$ cat src/rtl/gesture_stream_tx_if.sv
`default_nettype none
// ============================================================================
// Module      : gesture_stream_tx_if
// Description : Pair-stream bundle from gesture_stream_tx to the similarity
//               scorer: pair valid, running index, live/library vectors and
//               the busy/done status.
// Revision    : 1.0 - initial release
// ============================================================================
interface gesture_stream_tx_if #(
  parameter int W     = 8,
  parameter int IDX_W = 9
);
  logic             o_valid;
  logic [IDX_W-1:0] o_index;
  logic [W-1:0]     o_vector_x;
  logic [W-1:0]     o_vector_y;
  logic [W-1:0]     o_lib_x;
  logic [W-1:0]     o_lib_y;
  logic             o_busy;
  logic             o_done;

  modport master (
    output o_valid, o_index, o_vector_x, o_vector_y,
    output o_lib_x, o_lib_y, o_busy, o_done
  );

  modport slave (
    input o_valid, o_index, o_vector_x, o_vector_y,
    input o_lib_x, o_lib_y, o_busy, o_done
  );
endinterface
`default_nettype wire

$ cat src/rtl/gesture_stream_tx.sv
`default_nettype none
// ============================================================================
// Module      : gesture_stream_tx
// Description : Keeps a sliding window of the live motion-vector stream and,
//               on a start request, streams every (snapshot vector, library
//               vector) pair for all library gestures with a running index.
//               Library vectors come from a 1-cycle-latency synchronous ROM.
// Revision    : 1.0 - initial release
// ============================================================================
module gesture_stream_tx #(
  parameter int N_VEC  = 16,
  parameter int N_GEST = 26,
  parameter int W      = 8
) (
  input  wire logic                                 i_clk,
  input  wire logic                                 i_rst_n,
  input  wire logic                                 i_vec_valid,
  input  wire logic [W-1:0]                         i_vec_x,
  input  wire logic [W-1:0]                         i_vec_y,
  input  wire logic                                 i_clear,
  input  wire logic                                 i_start,
  output logic      [$clog2(N_VEC*N_GEST)-1:0]      o_lib_addr,
  input  wire logic [W-1:0]                         i_lib_x,
  input  wire logic [W-1:0]                         i_lib_y,
  gesture_stream_tx_if.master                       stream
);

  localparam int IDX_W = $clog2(N_VEC * N_GEST);
  localparam int PTR_W = $clog2(N_VEC);
  localparam logic [PTR_W:0]   c_full = (PTR_W + 1)'(N_VEC);
  localparam logic [IDX_W-1:0] c_last = IDX_W'(N_VEC * N_GEST - 1);

  typedef enum logic [1:0] {
    S_IDLE   = 2'd0,
    S_FETCH  = 2'd1,
    S_STREAM = 2'd2,
    S_DONE   = 2'd3
  } state_t;

  state_t           r_state;
  state_t           w_state_nxt;
  logic [IDX_W-1:0] r_cnt;
  logic [IDX_W-1:0] w_cnt_nxt;

  logic [W-1:0]     r_win_x  [N_VEC];
  logic [W-1:0]     r_win_y  [N_VEC];
  logic [W-1:0]     r_snap_x [N_VEC];
  logic [W-1:0]     r_snap_y [N_VEC];
  logic [PTR_W-1:0] r_wptr;
  logic [PTR_W:0]   r_fill;

  logic             w_accept;

  logic             r_valid;
  logic [IDX_W-1:0] r_index;
  logic [W-1:0]     r_vec_x;
  logic [W-1:0]     r_vec_y;
  logic [W-1:0]     r_lib_x;
  logic [W-1:0]     r_lib_y;
  logic             r_busy;
  logic             r_done;

  // A start only counts from IDLE with a completely filled window; the fill
  // count seen here is the pre-edge value, so a same-cycle write cannot help.
  assign w_accept = (r_state == S_IDLE) && i_start && (r_fill == c_full);

  // Live capture never stalls; a flush wins over a coincident write.
  always_ff @(posedge i_clk or negedge i_rst_n) begin
    if (!i_rst_n) begin
      r_wptr <= '0;
      r_fill <= '0;
      for (int k = 0; k < N_VEC; k++) begin
        r_win_x[k] <= '0;
        r_win_y[k] <= '0;
      end
    end else if (i_clear) begin
      r_wptr <= '0;
      r_fill <= '0;
    end else if (i_vec_valid) begin
      r_win_x[r_wptr] <= i_vec_x;
      r_win_y[r_wptr] <= i_vec_y;
      r_wptr          <= r_wptr + 1'b1;
      if (r_fill != c_full) begin
        r_fill <= r_fill + 1'b1;
      end
    end
  end

  // Freeze the window oldest-first on an accepted start; the write pointer
  // points at the oldest entry once the window is full.
  always_ff @(posedge i_clk or negedge i_rst_n) begin
    if (!i_rst_n) begin
      for (int k = 0; k < N_VEC; k++) begin
        r_snap_x[k] <= '0;
        r_snap_y[k] <= '0;
      end
    end else if (w_accept) begin
      for (int k = 0; k < N_VEC; k++) begin
        r_snap_x[k] <= r_win_x[r_wptr + PTR_W'(k)];
        r_snap_y[k] <= r_win_y[r_wptr + PTR_W'(k)];
      end
    end
  end

  // State and pair counter registers.
  always_ff @(posedge i_clk or negedge i_rst_n) begin
    if (!i_rst_n) begin
      r_state <= S_IDLE;
      r_cnt   <= '0;
    end else begin
      r_state <= w_state_nxt;
      r_cnt   <= w_cnt_nxt;
    end
  end

  // Next-state: one FETCH cycle primes the ROM pipeline, then one pair per
  // cycle with no gaps, then a single DONE cycle.
  always_comb begin
    w_state_nxt = r_state;
    w_cnt_nxt   = r_cnt;
    case (r_state)
      S_IDLE: begin
        if (w_accept) begin
          w_state_nxt = S_FETCH;
          w_cnt_nxt   = '0;
        end
      end
      S_FETCH: begin
        w_state_nxt = S_STREAM;
      end
      S_STREAM: begin
        if (r_cnt == c_last) begin
          w_state_nxt = S_DONE;
          w_cnt_nxt   = '0;
        end else begin
          w_cnt_nxt = r_cnt + 1'b1;
        end
      end
      S_DONE: begin
        w_state_nxt = S_IDLE;
      end
      default: begin
        w_state_nxt = S_IDLE;
        w_cnt_nxt   = '0;
      end
    endcase
  end

  // ROM address runs one ahead of the pair being captured so data arrives
  // exactly when that pair is registered; it holds at the last address.
  always_comb begin
    o_lib_addr = '0;
    if (r_state == S_STREAM) begin
      o_lib_addr = (r_cnt == c_last) ? c_last : (r_cnt + 1'b1);
    end
  end

  // Output stage: every stream output is registered one cycle behind the
  // state so the library data and the snapshot vector line up; idle cycles
  // force data and index to zero.
  always_ff @(posedge i_clk or negedge i_rst_n) begin
    if (!i_rst_n) begin
      r_valid <= 1'b0;
      r_index <= '0;
      r_vec_x <= '0;
      r_vec_y <= '0;
      r_lib_x <= '0;
      r_lib_y <= '0;
      r_busy  <= 1'b0;
      r_done  <= 1'b0;
    end else begin
      r_valid <= (r_state == S_STREAM);
      r_done  <= (r_state == S_DONE);
      r_busy  <= (r_state != S_IDLE);
      if (r_state == S_STREAM) begin
        r_index <= r_cnt;
        r_vec_x <= r_snap_x[r_cnt[PTR_W-1:0]];
        r_vec_y <= r_snap_y[r_cnt[PTR_W-1:0]];
        r_lib_x <= i_lib_x;
        r_lib_y <= i_lib_y;
      end else begin
        r_index <= '0;
        r_vec_x <= '0;
        r_vec_y <= '0;
        r_lib_x <= '0;
        r_lib_y <= '0;
      end
    end
  end

  assign stream.o_valid    = r_valid;
  assign stream.o_index    = r_index;
  assign stream.o_vector_x = r_vec_x;
  assign stream.o_vector_y = r_vec_y;
  assign stream.o_lib_x    = r_lib_x;
  assign stream.o_lib_y    = r_lib_y;
  assign stream.o_busy     = r_busy;
  assign stream.o_done     = r_done;

endmodule
`default_nettype wire

$ cat src/flat_wrapper.sv
// flat-port wrapper written by rule: the top's interface ports become plain ports
module gesture_stream_tx_flat 
#(
  parameter int N_VEC  = 16,
  parameter int N_GEST = 26,
  parameter int W      = 8
)
  (i_clk, i_rst_n, i_vec_valid, i_vec_x, i_vec_y, i_clear, i_start, o_lib_addr, i_lib_x, i_lib_y, stream_o_valid, stream_o_index, stream_o_vector_x, stream_o_vector_y, stream_o_lib_x, stream_o_lib_y, stream_o_busy, stream_o_done);
  gesture_stream_tx_if #(.W(W), .IDX_W(9)) stream_i ();
  input  wire logic i_clk;
  input  wire logic i_rst_n;
  input  wire logic i_vec_valid;
  input  wire logic [W-1:0] i_vec_x;
  input  wire logic [W-1:0] i_vec_y;
  input  wire logic i_clear;
  input  wire logic i_start;
  output logic      [$clog2(N_VEC*N_GEST)-1:0] o_lib_addr;
  input  wire logic [W-1:0] i_lib_x;
  input  wire logic [W-1:0] i_lib_y;
  output wire logic [$bits(stream_i.o_valid)-1:0] stream_o_valid;
  output wire logic [$bits(stream_i.o_index)-1:0] stream_o_index;
  output wire logic [$bits(stream_i.o_vector_x)-1:0] stream_o_vector_x;
  output wire logic [$bits(stream_i.o_vector_y)-1:0] stream_o_vector_y;
  output wire logic [$bits(stream_i.o_lib_x)-1:0] stream_o_lib_x;
  output wire logic [$bits(stream_i.o_lib_y)-1:0] stream_o_lib_y;
  output wire logic [$bits(stream_i.o_busy)-1:0] stream_o_busy;
  output wire logic [$bits(stream_i.o_done)-1:0] stream_o_done;
  assign stream_o_valid = stream_i.o_valid;
  assign stream_o_index = stream_i.o_index;
  assign stream_o_vector_x = stream_i.o_vector_x;
  assign stream_o_vector_y = stream_i.o_vector_y;
  assign stream_o_lib_x = stream_i.o_lib_x;
  assign stream_o_lib_y = stream_i.o_lib_y;
  assign stream_o_busy = stream_i.o_busy;
  assign stream_o_done = stream_i.o_done;
  gesture_stream_tx #(.N_VEC(N_VEC), .N_GEST(N_GEST), .W(W)) u_core (.i_clk(i_clk), .i_rst_n(i_rst_n), .i_vec_valid(i_vec_valid), .i_vec_x(i_vec_x), .i_vec_y(i_vec_y), .i_clear(i_clear), .i_start(i_start), .o_lib_addr(o_lib_addr), .i_lib_x(i_lib_x), .i_lib_y(i_lib_y), .stream(stream_i));
endmodule
$ cat config.mk
export PLATFORM = sky130hd
export DESIGN_NAME = gesture_stream_tx_flat
export DESIGN_NICKNAME = d
export VERILOG_FILES = /design/src/rtl/gesture_stream_tx_if.sv /design/src/rtl/gesture_stream_tx.sv /design/src/flat_wrapper.sv
export SDC_FILE = /design/constraint.sdc
export NUM_CORES = 1
export LEC_CHECK = 0
export CORE_MARGIN = 10
export CORE_UTILIZATION = 57
export DETAILED_ROUTE_END_ITERATION = 10
export GPL_TIMING_DRIVEN = 0
export PLACE_DENSITY = 0.77
export SLEW_MARGIN = 10
export SYNTH_ARGS = -nofsm -noshare
export SYNTH_HDL_FRONTEND = slang
export SYNTH_SLANG_ARGS = --single-unit
$ cat constraint.sdc
create_clock -name i_clk -period 2.98 [get_ports i_clk]
set_input_delay 0.298 -clock i_clk [delete_from_list [all_inputs] [get_ports i_clk]]
set_output_delay 0.298 -clock i_clk [all_outputs]
set_load 0.01 [all_outputs]
==> impl.org <==
** Timing
- Total of endpoints with negative setup slack in the final report :: 67
- Clock skew on the completed layout was measured at roughly 0.017 ns.
- Measured against its own limit, the worst slew margin works out to 7.37%.
- Final Critical Period :: 3.17 ns
- Final max-slew violation count :: 0
- Across all setup checks in the final design, the least slack found is -0.188 ns.
- Period utilisation layout :: 106%
- The number of hold violations in the final report came to 0.
- Peak clock frequency supported by timing :: between 0.3 and 0.4 GHz
- Setup repair after global routing could not meet its margin everywhere.
- At the pin with the least slew margin, the transition time is approximately 1.4 ns.

** Floorplanning
- The floorplan has between 90 and 100 rows.
- From bottom edge to top edge, the die measures roughly 270 um.
- The die covers a little over 70000 um^2.
- Top-Level Pins :: 90
- Die width :: 270 um
- Starting density of the core :: around 58%
- The region available for standard cell placement spans between 60000 and 70000 um^2.

** Logic synthesis
- Number of synthesized register bits :: roughly 580
- Number of synthesis warnings :: 0
- The share of the Yosys chip area taken by registers is between 40% and 50%.
- Synthesis produced a netlist with a net count of about 2700.
- Number of synthesized flops with an enable pin :: 0
- After synthesis, the share of flip-flops with an asynchronous set or reset is 100%.
- A synthesized cell averages approximately 13 um^2.
- The netlist uses 40 different library cells.
- Number of instances in the synthesized netlist :: between 2000 and 3000
- The largest total area in the synthesized netlist belongs to sky130_fd_sc_hd__dfrtp_1.
- Main area contributors after synthesis :: sky130_fd_sc_hd__dfrtp_1 41%, sky130_fd_sc_hd__mux4_2 21%, sky130_fd_sc_hd__mux2_2 11%, sky130_fd_sc_hd__mux2i_1 11%, sky130_fd_sc_hd__o221ai_1 3.2%
- Summed instance area of the synthesized netlist :: 35500 um^2
- Among all flip-flop cells after synthesis, the most frequent one is sky130_fd_sc_hd__dfrtp_1.
- After synthesis, the largest area contributor takes up roughly two fifths of total cell area.

** Routing
- WL final :: ~140 mm
- The routed layout has ~28000 vias.
- The first detailed-routing pass took 6 iterations.
- Average routed wire per standard cell :: approximately 39 um
- Dividing the detail-routed via count by the number of cells gives between 7 and 8.
- Count of unresolved DRC violations after routing :: 0
- 1st-iter DRT viols :: 4201
- Remaining antenna violation count :: 0

** Setup path
- The worst setup path is of the reg2reg kind.
- The critical path starts at u_core.r_wptr[3].
- Maximum fanout count along the critical path :: 11
- At the worst endpoint, the required time is 3.47 ns.
- Arrival time worst endpoint :: about 3.7 ns
- Setup slack on the worst reg-to-reg path comes out at -0.19 ns.
- The worst register-to-register path ends at u_core.r_win_y[66].
- Worst reg2reg path startpoint :: u_core.r_wptr[3]
- The worst setup path is launched from a flip-flop.
- STA classifies the critical path endpoint as a flip-flop.
- Worst-case reg-to-reg path depth :: 8

** Placement
- Post-DP HPWL :: ~110 mm
- The placed instances occupy a cell area of ~38000 um^2.
- Post-placement cell count :: around 3600
- Port buffering added between 80 and 90 buffers.
- Setup slack at placement :: -1.67 ns
- Routability Congestion :: 1.06

** Final layout
- From synthesis to final layout, the design area changed by 17.1%.
- Leaving out fill and tap cells, the most frequent cell in the layout is sky130_fd_sc_hd__dfrtp_1.
- The net count of the finished layout is about 2900.
- Excluding fillers, the count of instances in the completed layout stands at approximately 3700.
- Fraction of final layout cells with drive strength greater than 1 :: 39.0%
- After routing the design area is 41600 um^2.
- For this run, the share of the core covered by cells in the final layout is slightly below 70%.
- Commonest cells after routing, fill and taps aside :: 573 x sky130_fd_sc_hd__dfrtp_1, 360 x sky130_fd_sc_hd__mux2_2, 336 x sky130_fd_sc_hd__mux4_2

** Clock tree
- Clock transition at path regs :: around 0.06 ns
- Number of clock buffers inserted by TritonCTS :: 66
- The tree built by TritonCTS fans out to between 500 and 600 sinks.
- Number of buffers on the longest clock path :: 3
- Clock Latency Late Sink :: slightly above 0.6 ns
- CTS placed an instance of sky130_fd_sc_hd__clkbuf_16 at the clock tree root.
- The H-tree was split into 3 levels.
- TritonCTS clock tree :: built

** Power
- Proportion of power drawn by flip-flops and latches :: a little under two fifths
- P_int :: 15.7 mW
- Summing internal, switching and leakage power gives 22.8 mW.
- Power density over the cells :: roughly 550 nW/um^2
- Leak :: between 15 and 20 nW
- Net switching is a little under a third of the power.
- Share of total power in the clock network :: 38.2%
- In this run, the combinational gates consume 23.5% of the power.
- Net Sw Power :: 7.11 mW
- Maximum vdd ir drop :: around 0.50 mV

** GRT
- Entering global routing, the biggest net connects around 120 pins.
- Via count of the first global-routing pass :: approximately 27000
- Aggregate global routing overflow :: 0
- Global routing usage summed across all routing layers :: between 30% and 40%
- The initial antenna violation count came to 4.
- Wire length of the first global-routing pass :: 201 mm

** Worst hold path
- The tightest min-delay check is of the in2reg type.
- The worst hold path terminates at u_core.stream.o_lib_y[6].
- Min-delay src :: i_lib_y[6]
- Counting instances, the worst hold path has a depth of 2.

** Run status
- The final reports fail on negative setup slack.
- The run finished, with violations left.

** Run
- Max-Cap Viols :: 0
==> repair_timing <==
| action | in CTS | in global routing |
|---|---|---|
| cloned | 0 | 1 |
| resized for setup | 316 | 68 |
| endpoints found under the setup margin | 448 | 289 |
| endpoints found under the hold margin | 97 | 0 |
| hold buffers | 1 | 0 |
| buffers inserted | 6 | 14 |
==> kinds of logic after synthesis <==
kind of cell	count (synthesis)	synth area share [%]
muxes	1107	44.4
AOI/OAI and AO/OA	286	5.52
xor gates and xnor gates	23	0.567
DFF	576	40.6
adders and majority gates	21	0.740
buffers and inverters	253	3.61
and+or+nand+nor	377	4.59
==> cell usage after synthesis, drive strengths merged (11+ instances only) <==
library cell,count
dfrtp,576
mux2,386
mux2i,385
mux4,336
nand2,270
o21ai,134
o221ai,128
clkbuf,126
buf,116
and2,42
ha,21
nand3,19
nor2,18
xnor2,13
inv,11
==> worst max-delay path by stage <==
stage,endpoint,depth (start not counted)
after floorplan,u_core.r_snap_x[104],9
after global placement,u_core.r_win_y[14],1
after detailed placement,u_core.r_snap_y[67],11
after CTS,u_core.r_win_y[66],8
after global routing,u_core.r_win_y[65],8
final,u_core.r_win_y[66],8
==> through the flow <==
stage	TNS [ns]	hold slack, ns
floorplan	0	0.00241
global placement	-	0.461
detailed placement	-451.33	0.409
CTS	-0.438	0.251
global route	-3.17	0.265
finish	-5.35	0.260
==> worst max-delay path, cell delays in order, from the launching register on <==
cell	delay (ns)
sky130_fd_sc_hd__dfrtp_1	0.41
sky130_fd_sc_hd__buf_2	0.25
sky130_fd_sc_hd__inv_2	0.31
sky130_fd_sc_hd__clkbuf_8	0.32
sky130_fd_sc_hd__ha_1	0.21
sky130_fd_sc_hd__nor2b_2	0.31
sky130_fd_sc_hd__nand3_2	0.41
sky130_fd_sc_hd__clkbuf_4	0.45
sky130_fd_sc_hd__mux2_2	0.33
==> layout make-up <==
type	instances	area [um^2]
diodes	4	10.0
plain buffers	237	1710
clock inverters	25	353
flip-flops and latches	576	14400
fillers	4489	20100
clock buffers	90	1920
multi-input cells	1814	20800
repair buffers	116	1240
inverters	11	48.8
well taps	837	1050
==> flip-flops by register name, indices dropped and copies added, names as in the netlist <==
signal                    count
u_core.r_snap_x             128
u_core.r_state                2
u_core.stream.o_done          1
u_core.stream.o_lib_y         8
u_core.stream.o_vector_x      8
u_core.stream.o_index         9
u_core.stream.o_lib_x         8
u_core.r_fill                 5
u_core.stream.o_vector_y      8
u_core.stream.o_busy          1
u_core.r_wptr                 4
u_core.r_cnt                  9
u_core.stream.o_valid         1
u_core.r_snap_y             128
u_core.r_win_x              128
u_core.r_win_y              128
==> power by group through the flow <==
stage	Clock (mW)	Combinational, mW	Sequential (mW)
after floorplan	0	2.83	8.57
after global placement	0	4.39	8.78
after detailed placement	0	4.47	8.81
after CTS	8.69	4.94	8.67
after global routing	9.01	5.39	8.74
final	8.69	5.34	8.74
==> routing by layer <==
layer  GRT usage, %  part of all wire, %  up-vias  wire [um]
met4           14.2                  4.2        8       6080
met3           18.3                   17      369      24000
met5           1.01                 0.16        -        224
li1               -                    -    10622          -
met1           52.1                   38    14348      54500
met2           53.5                   41     2409      59300
(Power assumes the default switching activity.)
